File: config.mk
export PLATFORM = sky130hd
export DESIGN_NAME = fetch_unit
export DESIGN_NICKNAME = d
export VERILOG_FILES = /design/src/rtl/fetch_unit.sv
export SDC_FILE = /design/constraint.sdc
export NUM_CORES = 1
export LEC_CHECK = 0
export CORE_ASPECT_RATIO = 1.2
export CORE_MARGIN = 4
export CORE_UTILIZATION = 25
export CTS_CLUSTER_SIZE = 16
export DETAILED_ROUTE_END_ITERATION = 6
export HOLD_SLACK_MARGIN = 0.08
export PLACE_DENSITY = 0.6
export SKIP_LAST_GASP = 1
export SLEW_MARGIN = 15
export SYNTH_ARGS = -nofsm -noshare
export SYNTH_HDL_FRONTEND = slang
export SYNTH_SLANG_ARGS = --single-unit
export TNS_END_PERCENT = 30
File: constraint.sdc
create_clock -name clk -period 7.1 [get_ports clk]
set_clock_uncertainty 0.05 [all_clocks]
set_input_delay 1.775 -clock clk [delete_from_list [all_inputs] [get_ports clk]]
set_output_delay 1.775 -clock clk [all_outputs]
set_load 0.005 [all_outputs]
File: src/rtl/fetch_unit.sv
`default_nettype none
// ============================================================================
// Module   : fetch_unit
// Purpose  : Instruction-fetch stage: owns the PC, fetches over a req/ack
//            port, holds one instruction for decode, computes the next PC.
// Revision : 1.0 - initial release
// ============================================================================
module fetch_unit #(
    parameter logic [31:0] RESET_PC = 32'h0000_0000
) (
    input  logic        clk,
    input  logic        rst,
    input  logic        PCsrc,
    input  logic        reg_jump,
    input  logic [31:0] ImmExt,
    input  logic [31:0] ALUResult,
    output logic        imem_req,
    output logic [31:0] imem_addr,
    input  logic        imem_ack,
    input  logic [31:0] imem_rdata,
    output logic [31:0] Instr,
    output logic [31:0] PC,
    output logic [31:0] PCPlus4,
    output logic        instr_valid,
    input  logic        instr_ready,
    output logic        fetch_err,
    output logic [31:0] retire_cnt
);

    localparam logic [31:0] c_nop = 32'h0000_0013;

    typedef enum logic [1:0] {
        ST_BOOT  = 2'd0,
        ST_FETCH = 2'd1,
        ST_VALID = 2'd2,
        ST_ERROR = 2'd3
    } state_t;

    state_t      state_q, state_d;
    logic [31:0] pc_q, pc_d;
    logic [31:0] instr_q, instr_d;
    logic [31:0] retire_cnt_q, retire_cnt_d;
    logic        imem_req_q, imem_req_d;
    logic        instr_valid_q, instr_valid_d;
    logic        fetch_err_q, fetch_err_d;
    logic [31:0] w_next_pc;

    // JALR clears bit 0 of the ALU target; masking keeps every input bit in use.
    always_comb begin
        w_next_pc = pc_q + 32'd4;
        if (PCsrc) begin
            if (reg_jump) begin
                w_next_pc = ALUResult & 32'hFFFF_FFFE;
            end else begin
                w_next_pc = pc_q + ImmExt;
            end
        end
    end

    always_comb begin
        state_d       = state_q;
        pc_d          = pc_q;
        instr_d       = instr_q;
        retire_cnt_d  = retire_cnt_q;
        imem_req_d    = imem_req_q;
        instr_valid_d = instr_valid_q;
        fetch_err_d   = fetch_err_q;
        case (state_q)
            ST_BOOT: begin
                state_d    = ST_FETCH;
                imem_req_d = 1'b1;
            end
            ST_FETCH: begin
                if (imem_ack) begin
                    instr_d       = imem_rdata;
                    state_d       = ST_VALID;
                    imem_req_d    = 1'b0;
                    instr_valid_d = 1'b1;
                end
            end
            ST_VALID: begin
                if (instr_ready) begin
                    retire_cnt_d  = retire_cnt_q + 32'd1;
                    instr_valid_d = 1'b0;
                    if (w_next_pc[1:0] == 2'b00) begin
                        pc_d       = w_next_pc;
                        state_d    = ST_FETCH;
                        imem_req_d = 1'b1;
                    end else begin
                        state_d     = ST_ERROR;
                        fetch_err_d = 1'b1;
                    end
                end
            end
            ST_ERROR: begin
                imem_req_d    = 1'b0;
                instr_valid_d = 1'b0;
                fetch_err_d   = 1'b1;
            end
            default: begin
                state_d = ST_BOOT;
            end
        endcase
    end

    always_ff @(posedge clk) begin
        if (rst) begin
            state_q       <= ST_BOOT;
            pc_q          <= RESET_PC;
            instr_q       <= c_nop;
            retire_cnt_q  <= 32'd0;
            imem_req_q    <= 1'b0;
            instr_valid_q <= 1'b0;
            fetch_err_q   <= 1'b0;
        end else begin
            state_q       <= state_d;
            pc_q          <= pc_d;
            instr_q       <= instr_d;
            retire_cnt_q  <= retire_cnt_d;
            imem_req_q    <= imem_req_d;
            instr_valid_q <= instr_valid_d;
            fetch_err_q   <= fetch_err_d;
        end
    end

    assign imem_req    = imem_req_q;
    assign imem_addr   = pc_q;
    assign Instr       = instr_q;
    assign PC          = pc_q;
    assign PCPlus4     = pc_q + 32'd4;
    assign instr_valid = instr_valid_q;
    assign fetch_err   = fetch_err_q;
    assign retire_cnt  = retire_cnt_q;

endmodule
`default_nettype wire

### Yosys cells after proc, flatten, opt, wreduce, memory -nomap -nowiden

Index checks and enable logic that the tools add are counted.

| word-level totals | value |
|---|---|
| flip-flop bits (word level) | 101 |
| bits of input ports | 102 |
| output and inout port bits | 163 |
| logic and storage cells | 45 |

| cells by class | value |
|---|---|
| add/subtract/negate cells | 3 |
| equality and inequality tests | 7 |
| muxes and demuxes | 16 |
| reduce and logical (&&, ||, !) cells | 12 |

Operators by type and width:

| cell | count |
|---|---|
| 2-to-1 mux 32 bit | 2 |
| adder 32 x 1 -> 32 bit (second input constant) | 1 |
| adder 32 x 3 -> 32 bit (second input constant) | 1 |
| adder 32 bit | 1 |
| AND reduction 3 bit | 5 |
| inequality test 2 bit (second input constant) | 4 |
| 2-to-1 mux 1 bit | 7 |
| 2-to-1 mux 2 bit | 3 |
| case mux 2 bit (3 select lines) | 1 |
| nonzero test 3 bit | 2 |
| == test 2 bit (second input constant) | 2 |
| zero test 2 bit | 2 |
| case mux 1 bit (4 select lines) | 1 |
| AND reduction 2 bit | 2 |
| case mux 1 bit (3 select lines) | 1 |
| == test 2 x 1 -> 1 bit (second input constant) | 1 |
| case mux 1 bit (2 select lines) | 1 |
| nonzero test 2 bit | 1 |

### Logic depth before layout (Yosys ltp)

| logic depth | value |
|---|---|
| depth in word-level cells | 7 |
| depth in mapped cells | 11 |
| depth with buffers taken out | 10 |

### Worst setup path after synthesis

Ideal clock, no wire load.

| path | value |
|---|---|
| path kind | input to register |
| start point | input ImmExt[0] |
| end point | register pc_q[24] (netlist: PC[24]) |
| setup time | 0.086 ns |
| data arrival time | 3.834 ns |
| data required time | 6.964 ns |
| slack | 3.130 ns |
| cell stages on the path | 9 |
| buffers on the path | 2 |
| path through | ha_1 -> fa_1 -> o21ai_0 -> a31oi_1 -> or2_2 -> clkbuf_1 -> clkbuf_1 -> o21ai_0 -> a221oi_2 |

| on the way | value |
|---|---|
| word-level cells in the longest chain between the ends | 5 |

Ends and longest elaborated chain:

| item | line | source |
|---|---|---|
| from (decl) | 15 | `input logic [31:0] ImmExt,` |
| adder 32 bit * | 55 | `w_next_pc = pc_q + ImmExt;` |
| 2-to-1 mux 32 bit * | 52 | `if (reg_jump) begin` |
| 2-to-1 mux 32 bit * | 51 | `if (PCsrc) begin` |
| zero test 2 bit | 85 | `if (w_next_pc[1:0] == 2'b00) begin` |
| AND reduction 3 bit (no source line) | -- |  |
| to (signal assigned) | 117 | `pc_q <= pc_d;` |
| to (decl) | 40 | `logic [31:0] pc_q, pc_d;` |

Mark *: on every way between the ends. The rest lies on a longest branch, timed or not.
A chain may end at the register's enable or synchronous reset.

### Worst setup path in the final report

| path | value |
|---|---|
| start point | register pc_q[2] (netlist: PC[2]) |
| end point | output PCPlus4[22] |

| on the way | value |
|---|---|
| word-level cells in the longest chain between the ends | 1 |

Ends and longest elaborated chain:

| item | line | source |
|---|---|---|
| adder 32 x 3 -> 32 bit | 130 | `assign PCPlus4 = pc_q + 32'd4;` |
| to (decl) | 23 | `output logic [31:0] PCPlus4,` |

Every way passes these cells.

==> impl_results.md <==
- Status: finished, final reports clean
- Initial antenna violation count: 2
- Synthesized area: 6970 um^2
- HP Start: Instr[12]$_SDFFE_PP0P_
- DRC errors left: 0
- Die H: 191 um
- Share of cells above drive strength 1: 0.0334
- Hold-fix buffers, CTS: 0
- IO Pins: 265
- Reg2reg path depth: 10
- Ranking of synthesized cells by area: dfxtp_1 29%, nand2_1 7.7%, ha_1 6.8%, a21oi_1 6.2%, nor2_1 5.4%
- Final wirelength: 26.2 mm
- Number of global-route vias before repair: 7218
- TritonRoute pass-1 iters: 4
- Worst reg2reg path endpoint: PC[30]$_SDFFE_PP0P_
- HP Class: flop to flop
- Ys Warns: 0
- Hold path depth: 2
- DRT antenna net count: 0
- Synthesized Nets: 1070
- Power Dens Cells: 139 nW/um^2
- CTS clk-pin slew, worst paths: 80 ps
- Worst-Skew Late Latency: 360 ps
- Reg2Reg Setup Slack: 3770 ps
- Max FO, Critical Path: 9
- Sink Count: 101
- CP Class: flop to output pin
- Placed cell areas: 9680 um^2
- Initial DRC count: 330
- Inst Count DP: 1495
- Hold Path End: Instr[12]$_SDFFE_PP0P_
- CP bufs+invs: 1
- CTS tree: done
- Maximum VDD drop: 83.2 uV
- Most Frequent Cell on Critical Path: nand3_1
- CORE AREA: 27300 um^2
- Post-synthesis sequential area ratio: 0.290
- Avg Inst Size Synth: 7.50 um^2
- Period utilization: 0.779
- Critical Path AT: 3700 ps
- Critical path capture point type: output pin
- Diode count: 0
- Initial core utilization: 0.255
- Startpoint types: flop
- Via count: 7393
- Req. time, crit path: 5280 ps
- CP max stage delay: 810 ps
- GRT Util Overall: 0.163
- P_leak: 3.60 nW
- Final Slew Violations: 0
- Root buffer cell: clkbuf_16
- Post-synth EDFFs: 0
- Pin count of the biggest net entering global routing: 71
- Fill count: 2880
- Port Buffers: 263
- Routability cong.: 0.853
- First-pass GRT wire length: 40.0 mm
- Die width: 160 um
- Vias per cell: 4.89
- CTS resizes: 0
- Slew HR: 0.341
- Final Hold Vio Count: 0
- Ys flop type: dfxtp_1
- Max-Cap Viols: 0
- CTS buffer count: 9
- Minimum clock period: 5530 ps
- Area grow syn2layout: 43.0%
- CTS Buffer Depth: 2
- Start of the worst register-to-register path: PC[0]$_SDFFE_PP0P_
- Die area: 30600 um^2
- RSZ-0062 raised after global routing: false
- Avg WL per Cell: 17.4 um
- Syn Inst Count: 929
- Asr flop ratio synth: 0
- Number of distinct library cells after synthesis: 71
- Critical path depth: 8
- Gr ovfl total: 0
- Post-synth top area share: 0.290
- Register bit total from synthesis: 101
- Cell area after layout: 9970 um^2
- Nets@finish: 1273
- Worst Max-Slew Pin Slew: 980 ps
- Final non-filler cell total: 1511
- CP max stage cell: nor4_1
- CP top delay family: simple AND/OR/NAND/NOR gates
- Area leader, netlist: dfxtp_1
- Floorplan row count: 66
- Hpwl dp: 19.7 mm
- Final setup violation count: 0
- Setup Fix Bufs, Post-CTS: 0
- Max Clock Freq: 0.181 GHz
- Setup TNS: 0 ps
- H-tree Lvls: 3
- CP Cell Sequence: ha_1 > nand3_1 > nor4_1 > and2_1 > nand3_1 > nor2_1 > xor2_1 > clkdlybuf4s50_1
## cells by family after synthesis
family | after synthesis | share of synthesized area
buffers and inverters | 99 | 0.0741
AOI/OAI and AO/OA | 232 | 0.209
DFF | 101 | 0.290
muxes | 6 | 0.00861
and+or+nand+nor | 376 | 0.251
xor gates and xnor gates | 76 | 0.0955
adders and majority gates | 39 | 0.0711
## where the power goes
| part | switching [W] | total, W | internal (W) |
|---|---|---|---|
| registers | 0.0000153 | 0.000602 | 0.000587 |
| clock network | 0.000259 | 0.000506 | 0.000247 |
| logic | 0.000136 | 0.000275 | 0.000139 |
| total | 0.000411 | 0.00138 | 0.000973 |
## sequential cells by signal (all words and copies together), names as in the netlist
name / count
state_q: 2
imem_req: 1
retire_cnt: 32
Instr: 32
PC: 32
instr_valid: 1
fetch_err: 1
## worst reg2reg max path, delay by kind of cell (launching register included)
kind,cells,cell delay [ps]
buf+inv,1,400
simple gates,3,470
compound gates,4,1030
fa+ha+maj,2,740
flops,1,510
## final cells by class
class                           count  area [um^2]  share of cell area
Multi-Input combinational cell    729         4440               0.445
Timing Repair Buffer              269         2670               0.268
Sequential cell                   101         2020               0.203
Tap cell                          374          468              0.0469
Clock buffer                        9          225              0.0226
Inverter                           22         82.6             0.00828
Clock inverter                      7         68.8             0.00690
## worst max path at each step
stage                                  start             endpoint  slack (ps)
after floorplan                    ImmExt[0]  PC[24]$_SDFFE_PP0P_        3130
after global placement    PC[2]$_SDFFE_PP0P_          PCPlus4[22]        1980
after detailed placement  PC[2]$_SDFFE_PP0P_          PCPlus4[22]        1980
after CTS                 PC[2]$_SDFFE_PP0P_          PCPlus4[22]        1580
after global routing      PC[2]$_SDFFE_PP0P_          PCPlus4[22]        1360
final                     PC[2]$_SDFFE_PP0P_          PCPlus4[22]        1570
## cells in the mapped netlist, types with 3 or more instances
| cell type | instances |
|---|---|
| nand2_1 | 143 |
| dfxtp_1 | 101 |
| nor2_1 | 101 |
| a21oi_1 | 87 |
| xor2_1 | 39 |
| ha_1 | 38 |
| nand3_1 | 37 |
| xnor2_1 | 37 |
| buf_4 | 36 |
| clkbuf_1 | 36 |
| o21ai_0 | 29 |
| inv_1 | 20 |
| nor3_1 | 19 |
| o211ai_1 | 19 |
| nand4_1 | 18 |
| a21o_1 | 13 |
| a211oi_1 | 10 |
| and3_1 | 10 |
| o21ai_1 | 10 |
| a31oi_1 | 9 |
| and2_1 | 8 |
| o31ai_1 | 8 |
| and4_1 | 7 |
| mux2i_1 | 6 |
| nand2b_1 | 5 |
| nor2b_1 | 5 |
| o21bai_1 | 5 |
| o22ai_1 | 5 |
| a221oi_1 | 4 |
| o21a_1 | 4 |
| or3_1 | 4 |
| a22oi_1 | 3 |
| a2bb2oi_1 | 3 |
| nor4_1 | 3 |
## metrics by stage
step                hold slack [ps]  power (W)  setup slack, ps  utilization
global placement                392   0.000892             1980        0.354
detailed placement              397   0.000894             1980        0.354
global route                    422    0.00146             1360        0.365
finish                          403    0.00138             1570        0.365
floorplan                       403   0.000745             3130            -
CTS                             408    0.00141             1580        0.365
## metal layers
metal / vias to the layer above / wire length (um) / global-route usage
met5: - / 21 / 0
li1: 3662 / - / -
met4: 4 / 478 / 0.0457
met2: 227 / 13000 / 0.291
met1: 3465 / 11200 / 0.197
met3: 35 / 1530 / 0.0373
## cell usage in the layout, fill, tap and decap left out, types with 19 or more instances in the layout
cell type and count:
clkdlybuf4s50_1 261, dfxtp_1 101, xnor2_1 37, nand2_1 143, o21ai_0 29, nor2_1 100, ha_1 38, nand3_1 37
a21oi_1 87, inv_1 20, nor3_1 19, xor2_1 39, o211ai_1 19
Note: power is estimated with default switching activity, not from simulation.
